<file path="config.mk">
export PLATFORM = sky130hd
export DESIGN_NAME = flag_branch_unit
export DESIGN_NICKNAME = d
export VERILOG_FILES = /design/src/rtl/flag_branch_unit_pkg.sv /design/src/rtl/flag_branch_unit_cond_eval.sv /design/src/rtl/flag_branch_unit.sv
export SDC_FILE = /design/constraint.sdc
export NUM_CORES = 1
export LEC_CHECK = 0
export BUFFER_PORTS_ARGS = -buffer_cell sky130_fd_sc_hd__buf_2
export CAP_MARGIN = 20
export CORE_AREA = 5 5 42 44
export CTS_CLUSTER_SIZE = 40
export DETAILED_ROUTE_END_ITERATION = 6
export DIE_AREA = 0 0 47 49
export PLACE_DENSITY = 0.49
export SYNTH_ARGS = -nofsm -noshare
export SYNTH_HDL_FRONTEND = slang
export SYNTH_SLANG_ARGS = --single-unit
</file>
<file path="constraint.sdc">
create_clock -name clk -period 1.2 [get_ports clk]
set_input_delay 0.06 -clock clk [delete_from_list [all_inputs] [get_ports clk]]
set_output_delay 0.06 -clock clk [all_outputs]
set_load 0.05 [all_outputs]
</file>
<file path="src/rtl/flag_branch_unit_pkg.sv">
// Shared ISA definitions for the flag/branch unit: opcodes, condition codes,
// {N,V,Z} bit positions and FSM state encoding.
package flag_branch_unit_pkg;

  localparam logic [3:0] OP_ADD = 4'b0000;
  localparam logic [3:0] OP_SUB = 4'b0001;
  localparam logic [3:0] OP_XOR = 4'b0010;
  localparam logic [3:0] OP_SLL = 4'b0100;
  localparam logic [3:0] OP_SRA = 4'b0101;
  localparam logic [3:0] OP_ROR = 4'b0110;

  localparam logic [2:0] CCC_NE = 3'b000;
  localparam logic [2:0] CCC_EQ = 3'b001;
  localparam logic [2:0] CCC_GT = 3'b010;
  localparam logic [2:0] CCC_LT = 3'b011;
  localparam logic [2:0] CCC_GE = 3'b100;
  localparam logic [2:0] CCC_LE = 3'b101;
  localparam logic [2:0] CCC_OV = 3'b110;
  localparam logic [2:0] CCC_AL = 3'b111;

  localparam int unsigned FLAG_N = 2;
  localparam int unsigned FLAG_V = 1;
  localparam int unsigned FLAG_Z = 0;

  typedef enum logic {
    ST_RESOLVE = 1'b0,
    ST_HOLD    = 1'b1
  } state_t;

  function automatic logic writes_nvz(input logic [3:0] op);
    return (op == OP_ADD) || (op == OP_SUB);
  endfunction

  function automatic logic writes_z_only(input logic [3:0] op);
    return (op == OP_XOR) || (op == OP_SLL) || (op == OP_SRA) || (op == OP_ROR);
  endfunction

endpackage

</file>
<file path="src/rtl/flag_branch_unit_cond_eval.sv">
// Combinational branch-condition evaluator over a {N,V,Z} flag vector.
module cond_eval
  import flag_branch_unit_pkg::*;
(
  input  logic [2:0] ccc,
  input  logic [2:0] flags,
  output logic       taken
);

  logic w_n, w_v, w_z;

  assign w_n = flags[FLAG_N];
  assign w_v = flags[FLAG_V];
  assign w_z = flags[FLAG_Z];

  always_comb begin
    taken = 1'b0;
    case (ccc)
      CCC_NE:  taken = ~w_z;
      CCC_EQ:  taken = w_z;
      CCC_GT:  taken = ~w_z & ~w_n;
      CCC_LT:  taken = w_n;
      CCC_GE:  taken = w_z | ~w_n;
      CCC_LE:  taken = w_n | w_z;
      CCC_OV:  taken = w_v;
      default: taken = 1'b1;
    endcase
  end

endmodule

</file>
<file path="src/rtl/flag_branch_unit.sv">
// Flag register and conditional-branch resolution with RESOLVE/HOLD interlock.
// Define FLAG_BYPASS_EN to resolve flag hazards in the same cycle from merged EX flags.
module flag_branch_unit
  import flag_branch_unit_pkg::*;
(
  input  logic       clk,
  input  logic       rst,
  input  logic       ex_vld,
  input  logic [3:0] ex_opcode,
  input  logic [2:0] ex_flag,
  input  logic       ex_stall,
  input  logic       id_br_vld,
  input  logic [2:0] id_ccc,
  input  logic       flush,
  output logic       br_taken,
  output logic       br_stall,
  output logic [2:0] flag_q
);

  logic       w_wr_nvz, w_wr_z, w_writer, w_hazard, w_cond;
  logic [2:0] r_flag, w_flag_d, w_eval_flags;
  state_t     r_state, w_state_d;

  assign w_wr_nvz = writes_nvz(ex_opcode);
  assign w_wr_z   = writes_z_only(ex_opcode);
  assign w_writer = ex_vld & ~ex_stall;
  assign w_hazard = ex_vld & (w_wr_nvz | w_wr_z);
  assign flag_q   = r_flag;

  // Next flag value doubles as the merged bypass view of the flags.
  always_comb begin
    w_flag_d = r_flag;
    if (w_writer) begin
      if (w_wr_nvz)
        w_flag_d = ex_flag;
      else if (w_wr_z)
        w_flag_d[FLAG_Z] = ex_flag[FLAG_Z];
    end
  end

`ifdef FLAG_BYPASS_EN
  assign w_eval_flags = (r_state == ST_RESOLVE) ? w_flag_d : r_flag;
`else
  assign w_eval_flags = r_flag;
`endif

  cond_eval u_cond_eval (
    .ccc   (id_ccc),
    .flags (w_eval_flags),
    .taken (w_cond)
  );

  always_comb begin
    w_state_d = r_state;
    br_taken  = 1'b0;
    br_stall  = 1'b0;
    if (rst || flush) begin
      w_state_d = ST_RESOLVE;
    end else begin
      case (r_state)
        ST_RESOLVE: begin
          if (id_br_vld) begin
            if (id_ccc == CCC_AL) begin
              br_taken = 1'b1;
            end else if (w_hazard) begin
`ifdef FLAG_BYPASS_EN
              if (!ex_stall)
                br_taken = w_cond;
              else
                br_stall = 1'b1;
`else
              br_stall = 1'b1;
              if (!ex_stall)
                w_state_d = ST_HOLD;
`endif
            end else begin
              br_taken = w_cond;
            end
          end
        end
        ST_HOLD: begin
          w_state_d = ST_RESOLVE;
          br_taken  = id_br_vld & w_cond;
        end
        default: w_state_d = ST_RESOLVE;
      endcase
    end
  end

  always_ff @(posedge clk) begin
    if (rst) begin
      r_flag  <= '0;
      r_state <= ST_RESOLVE;
    end else begin
      r_flag  <= w_flag_d;
      r_state <= w_state_d;
    end
  end

endmodule

</file>
==> results.env, run 1 <==
DP_WORST_SETUP_SLACK_PS=-94.8
HOLD-WORST-SLACK_PS=62.8
FINISH.INSTANCE_AREA_SQ_UM=569
ROUTE.DETAILED.WL_PER_INST_UM=12.1
DRC=0
CLOCK_TREE_ROOT_BUFFER_CELL='clkbuf_4'
POST-PLACE-CELLS=76
NUM_ANTENNA_CELLS=0
WORST_EP_ARRIVAL_TIME_PS=1330
CAP_VIOLATIONS=0
FINAL_CORE_UTIL=0.406
SYNTH-ADDER-AREA-SHARE=0
IOS=21
SYNTH.FF_LATCH_COUNT=4
GLOBAL_ROUTE_WIRE_LENGTH_BEFORE_REPAIR_UM=1580
DRIVE_GT1_FRAC=0.688
VIAS_PER_CELL=4.65
FINISH.CELL_COUNT_WITHOUT_FILLERS=80
SLEW_WORST_PIN_PS=386
FP.DIEAREA_SQ_UM=2300
POWER_DENSITY_nW_PER_UM2=766
STATUS='finished with violations'
CTS_INSERTED_BUFFERS=3
YS.WARNINGS.COUNT=0
SYNTH_COMPOUND_GATE_AREA_SHARE=0.262
SETUP.WORST_PATH.END_CLASS='primary output'
SEQ_AREA_FRAC_SYNTH=0.299
LARGEST_FAMILY_OF_LOGIC_CELLS_BY_SYNTHESIZED_AREA='simple AND/OR/NAND/NOR gates'
MAX_FREQ_GHz=0.719
SYNTH_SIMPLE_GATE_AREA_FRAC=0.397
NUMBER_OF_NETS_PRODUCED_BY_SYNTHESIS=48
POWER_uW=436
SYN_INST=32
TIMING.FINAL.CRIT_PERIOD_PS=1390
GRT_OVERFLOW=0
DETAILEDPLACEMENTHPWL_UM=836
PLACEMENT_ROWS=14
CP_MAX_FO=3
LAYOUT-AREA-OVERHEAD-VS-SYNTH_PCT=113
IRDROPWORSTVDD_mV=0.279
PATH_CLASS='flop to primary output'
CTS_SINKS=4
GRT_MAX_DEGREE=7
FIN_NETS=81
TOTAL_CELL_AREA_AT_THE_PLACEMENT_STAGE_SQ_UM=493
VIA_COUNT_OF_THE_FIRST_GLOBAL_ROUTING_PASS=387
DIE_W_UM=47
FINAL.SETUP_SKEW_PS=0
FINALWORSTSETUPSLACK_PS=-190
TRACK_USAGE=0.0958
CLK_PIN_SLEW_WORST_PATHS_PS=40
TIMING.CRITICAL_PATH.REQUIRED_PS=1140
NUMBER_OF_ANTENNA_VIOLATIONS_AT_THE_FIRST_CHECK_IN_GLOBAL_ROUTING=0
POSTROUTEWIRELENGTH_UM=967
CRIT_PATH_START_KIND='flop'
HOLD_VIOL_FINAL=0
STATIC-LEAKAGE-POWER_nW=0.247
CLK_LATENCY_PS=230
CTS_HOLD_BUF=0
MAPPED_AVG_CELL_AREA_SQ_UM=8.37
INITIAL_UTILIZATION=0.191
SYNTH_XOR_AREA_FRAC=0
SETUP_TNS_PS=-190
VIOLATED_CHECKS='negative setup slack'
TRITONCTS='yes'
FINAL-MAX-SLEW-VIOLATION-COUNT=0
FIN_CRIT_SH=1.16
POST_SYNTH_INSTANCE_AREA_SQ_UM=268
DRTPASS1ITERATIONS=2
DR_TOTAL_VIAS=372
YS_TYPES=17
CTSLONGESTPATHBUFFERS=2
DIEHEIGHT_UM=49
SYNTH_MUX_AREA_FRAC=0.0421
HP-CLASS='primary input to flop'
GRT_SETUP_UNREPAIRED='true'
IO_BUFFER_COUNT=20
ANT_NETS=0
MAXSLEWHEADROOM=0.740
FINAL_SETUP_VIO_COUNT=1
H_TREE_DEPTH=1
CORE_SQ_UM=1400
ROUTABILITYCONGESTION=0.701
DETAIL_ROUTE.ITER0.VIOLATIONS=5
path summary, 6_finish.rpt:
| path | startpoint | end | slack (ps) | cells after the start |
|---|---|---|---|---|
| worst max-delay path | flag_q[0]$_SDFFE_PP0P_ | br_taken | -190 | 4 |
| worst max register to register | flag_q[0]$_SDFFE_PP0P_ | flag_q[0]$_SDFFE_PP0P_ | 240 | 4 |
| worst min register to register | flag_q[1]$_SDFFE_PP0P_ | flag_q[1]$_SDFFE_PP0P_ | 480 | 2 |
| worst min-delay path | ex_flag[0] | flag_q[0]$_SDFFE_PP0P_ | 60 | 3 |
per-layer routing:
metal | global-route usage | wire [um] | part of all wire | up-vias
li1 | - | - | - | 190
met1 | 0.121 | 416 | 0.43 | 163
met2 | 0.136 | 443 | 0.46 | 17
met3 | 0.0332 | 103 | 0.11 | 2
met4 | 0.0553 | 4 | 0.0041 | 0
met5 | 0 | 0 | 0 | -
kinds of logic after synthesis:
logic type       Yosys count
AND/OR/NAND/NOR           17
AO/OA/AOI/OAI             10
multiplexers               1
flip-flops                 4
what timing repair did:
item / CTS / global route
pin swaps: 3 / 3
setup buffers: 1 / 0
resized for setup: 9 / 2
setup endpoints to repair: 2 / 2
layout by cell type (no fill, tap or decap):
master / netlist / routed
nand3b_1: 1 / 1
nand2_1: 2 / 2
clkbuf_4: 0 / 3
nor3b_2: 0 / 1
a211oi_4: 0 / 3
nor2_1: 1 / 1
or3b_1: 1 / 1
dfxtp_2: 0 / 1
a21bo_2: 1 / 1
mux2_4: 0 / 1
dfxtp_4: 0 / 2
o31ai_1: 3 / 3
and3_1: 1 / 1
buf_6: 0 / 3
nand2b_4: 0 / 1
and2b_2: 1 / 1
nor4_4: 0 / 1
dfxtp_1: 4 / 1
nor3b_1: 3 / 2
nand3_1: 4 / 4
a21oi_1: 3 / 3
clkbuf_1: 0 / 1
buf_4: 0 / 7
and4_2: 0 / 1
buf_2: 0 / 18
synth_stat cells, drive strengths merged:
cell type | instances | area, sq um
a211oi | 3 | 22.5
a21bo | 1 | 10.0
a21oi | 3 | 15.0
and2b | 1 | 8.76
and3 | 1 | 6.26
and4 | 1 | 8.76
dfxtp | 4 | 80.1
mux2 | 1 | 11.3
nand2 | 2 | 7.51
nand2b | 1 | 6.26
nand3 | 4 | 20.0
nand3b | 1 | 7.51
nor2 | 1 | 3.75
nor3b | 3 | 22.5
nor4 | 1 | 6.26
o31ai | 3 | 22.5
or3b | 1 | 8.76
report_power, final:
group,leakage (nW),switching [mW],total [mW],internal [mW]
sequential,0.0344,0.00245,0.135,0.132
clock,0.0150,0.0600,0.185,0.125
combinational,0.198,0.0589,0.116,0.0575
sequential cells by signal, summed over array words and instances, names as in the netlist:
signal and cells:
r_state 1, flag_q 3
worst max-delay path, cell delays in order (launching register included):
cell and delay (ps):
dfxtp_4 350, mux2_4 280, a211oi_4 230, nor4_4 70, buf_6 170
final cells by class:
| cell class | instances | area [sq um] |
|---|---|---|
| fill | 143 | 832 |
| timing repair buffer | 28 | 176 |
| clock buffer | 4 | 26.3 |
| tap | 16 | 20.0 |
| multi-input combinational | 28 | 258 |
| sequential | 4 | 88.8 |
(Power assumes the default switching activity.)
==> run 2, diff against run 1 <==
--- a/config.mk
+++ b/config.mk
@@ -7,11 +7,13 @@
 export LEC_CHECK = 0
 export BUFFER_PORTS_ARGS = -buffer_cell sky130_fd_sc_hd__buf_2
 export CAP_MARGIN = 20
-export CORE_AREA = 5 5 42 44
+export CELL_PAD_IN_SITES_DETAIL_PLACEMENT = 1
+export CELL_PAD_IN_SITES_GLOBAL_PLACEMENT = 2
+export CORE_MARGIN = 5
+export CORE_UTILIZATION = 17
 export CTS_CLUSTER_SIZE = 40
 export DETAILED_ROUTE_END_ITERATION = 6
-export DIE_AREA = 0 0 47 49
-export PLACE_DENSITY = 0.49
+export PLACE_DENSITY = 0.72
 export SYNTH_ARGS = -nofsm -noshare
 export SYNTH_HDL_FRONTEND = slang
 export SYNTH_SLANG_ARGS = --single-unit
==> run 2 against run 1 <==
The flow still finishes with violations (negative setup slack). Core utilization shrank 2.5 points. First-iteration DRC count shrank 60%. Largest power group unchanged. Via count is 3.2% higher. Flip-flop and latch count did not move. Critical path depth did not move. Die area is 7.2% higher. Clock-buffer cell count did not move. Sequential share of layout area grew 0.082 points. Cell area up 0.88%. Routed wire length increased by 15%. Critical path type unchanged. Non-clock buffer count fell by 1. Highest routed layer unchanged.
==> results.env, run 2 (synthesis results as in run 1) <==
STATUS='finished with violations'
VIOLATED_CHECKS='negative setup slack'
SETUP.WORST_PATH.END_CLASS='primary output'
FIN_NETS=80
POWER_DENSITY_nW_PER_UM2=781
GLOBAL_ROUTE_WIRE_LENGTH_BEFORE_REPAIR_UM=1790
LAYOUT_COMMON_CELLS='18 x buf_2, 6 x buf_4, 4 x nand3_1'
GRT_MAX_DEGREE=7
FP.DIEAREA_SQ_UM=2470
PATH_CLASS='flop to primary output'
TRITONCTS='yes'
CLK_PIN_SLEW_WORST_PATHS_PS=40
LARGEST_REG_FLOPS=3
HP-CLASS='primary input to flop'
ROUTE.DETAILED.WL_PER_INST_UM=14.0
GRT_SETUP_UNREPAIRED='true'
FINAL_CORE_UTIL=0.381
COMB_POWER_SHARE=0.267
CLK_LATENCY_PS=240
HOLD_VIOL_FINAL=0
CLOCK_TREE_ROOT_BUFFER_CELL='clkbuf_4'
NUM_ANTENNA_CELLS=0
CORE_SQ_UM=1510
DR_TOTAL_VIAS=384
CRIT_PATH_MAX_INCR_DELAY_PS=360
FINAL.SETUP_SKEW_PS=0
INITIAL_UTILIZATION=0.178
STATIC-LEAKAGE-POWER_nW=0.245
INTERNAL_POWER_uW=316
FIN_CRIT_SH=1.17
ROUTABILITYCONGESTION=0.706
PROPORTION_OF_TOTAL_POWER_DUE_TO_NET_SWITCHING=0.295
TRACK_USAGE=0.0993
MAX_FREQ_GHz=0.712
ANT_NETS=0
CP_TOP_FAMILY='flip-flops'
MOSTFREQUENTLAYOUTCELL='buf_2'
SHARE_SEQ_OF_TOTAL_POWER=0.300
POSTROUTEWIRELENGTH_UM=1110
DETAIL_ROUTE.ITER0.VIOLATIONS=2
FINAL_SETUP_VIO_COUNT=2
DETAILEDPLACEMENTHPWL_UM=907
CRIT_PATH_START_KIND='flop'
VIAS_PER_CELL=4.86
DIEHEIGHT_UM=49.7
LAYOUT.FILLER_CELLS=187
TOTAL_SWITCHING_POWER_uW=132
NUMBER_OF_ANTENNA_VIOLATIONS_AT_THE_FIRST_CHECK_IN_GLOBAL_ROUTING=0
DRIVE_GT1_FRAC=0.698
CTSLONGESTPATHBUFFERS=2
DRC=0
DRTPASS1ITERATIONS=3
WORST_EP_ARRIVAL_TIME_PS=1340
H_TREE_DEPTH=1
CP_NUM_BUF_INV=1
VIA_COUNT_OF_THE_FIRST_GLOBAL_ROUTING_PASS=393
P_CLK_FRAC=0.433
FINALWORSTSETUPSLACK_PS=-204
CAP_VIOLATIONS=0
FINAL-MAX-SLEW-VIOLATION-COUNT=0
CTS_SINKS=4
CTS_INSERTED_BUFFERS=3
IRDROPWORSTVDD_mV=0.380
GRT_OVERFLOW=0
PLACEMENT_ROWS=14
CP_MAX_FO=4
POWER_uW=448
DIE_W_UM=49.7
LAYOUT-AREA-OVERHEAD-VS-SYNTH_PCT=114
MAXSLEWHEADROOM=0.739
TIMING.FINAL.CRIT_PERIOD_PS=1400
LAYOUT.AREA.SEQ_SQ_UM=90.1
MULTIINPUTGATEAREA_SQ_UM=265
IO_BUFFER_COUNT=20
CTS_HOLD_BUF=0
CRITICAL_PATH.CELL_CHAIN='mux2_4 > a211oi_4 > nor4_4 > buf_6'
IOS=21
SLEW_WORST_PIN_PS=388
TIMING.CRITICAL_PATH.REQUIRED_PS=1140
MAX_STAGE_DELAY_CELL_WORST_PATH='dfxtp_4'
[run 2: cell count changes in the layout (fill, tap and decap cells not counted), sizes merged]
cell	before	now
buf	28	27
[run 2: layout make-up]
type                       instances  share of cell area
clock buffer                       4              0.0458
multi-input combinational         28               0.462
sequential                         4               0.157
tap                               16              0.0349
timing repair buffer              27               0.301
[run 2: per-layer routing]
| metal | track usage | part of all wire | vias up |
|---|---|---|---|
| li1 | - | - | 188 |
| met1 | 0.124 | 0.42 | 178 |
| met2 | 0.125 | 0.47 | 14 |
| met3 | 0.0211 | 0.049 | 4 |
| met4 | 0.118 | 0.051 | 0 |
| met5 | 0 | 0 | - |
[run 2: final timing paths]
path | from | end | slack, ps | cells after the start
worst max register to register | r_state$_SDFF_PP0_ | r_state$_SDFF_PP0_ | 210 | 3
worst min-delay path | ex_flag[1] | flag_q[1]$_SDFFE_PP0P_ | 60 | 3
worst max-delay path | flag_q[2]$_SDFFE_PP0P_ | br_taken | -200 | 4
worst min register to register | flag_q[1]$_SDFFE_PP0P_ | flag_q[1]$_SDFFE_PP0P_ | 490 | 2
[run 2: through the flow]
stage          worst slack, ps  setup TNS (ps)  hold slack, ps  cell area [sq um]  instances
3_3_place_gp             -91.6           -91.6             309                485         75
4_1_cts                   -226            -249            62.5                547         79
2_1_floorplan             -188            -188             119                313         32
5_1_grt                   -267            -377            55.8                574         79
6_report                  -204            -244            59.0                574         79
3_5_place_dp              -102            -102             312                485         75
[run 2: worst register-to-register path, stage by stage (launching register included)]
cell	delay [ps]
dfxtp_2	320
nor3b_4	210
and4_4	260
and2b_2	140
[run 2: what timing repair did]
| item | in CTS | in global routing |
|---|---|---|
| pin swaps | 3 | 5 |
| gates resized for setup | 9 | 6 |
| buffers inserted | 1 | 0 |
| setup endpoints to repair | 2 | 2 |
[run 2: power groups by stage]
stage               Combinational, mW  Sequential [mW]  Clock [mW]
floorplan                      0.0386            0.143           0
global placement                0.105            0.136           0
detailed placement              0.106            0.136           0
CTS                             0.111            0.134       0.194
global route                    0.129            0.135       0.225
finish                          0.120            0.135       0.194
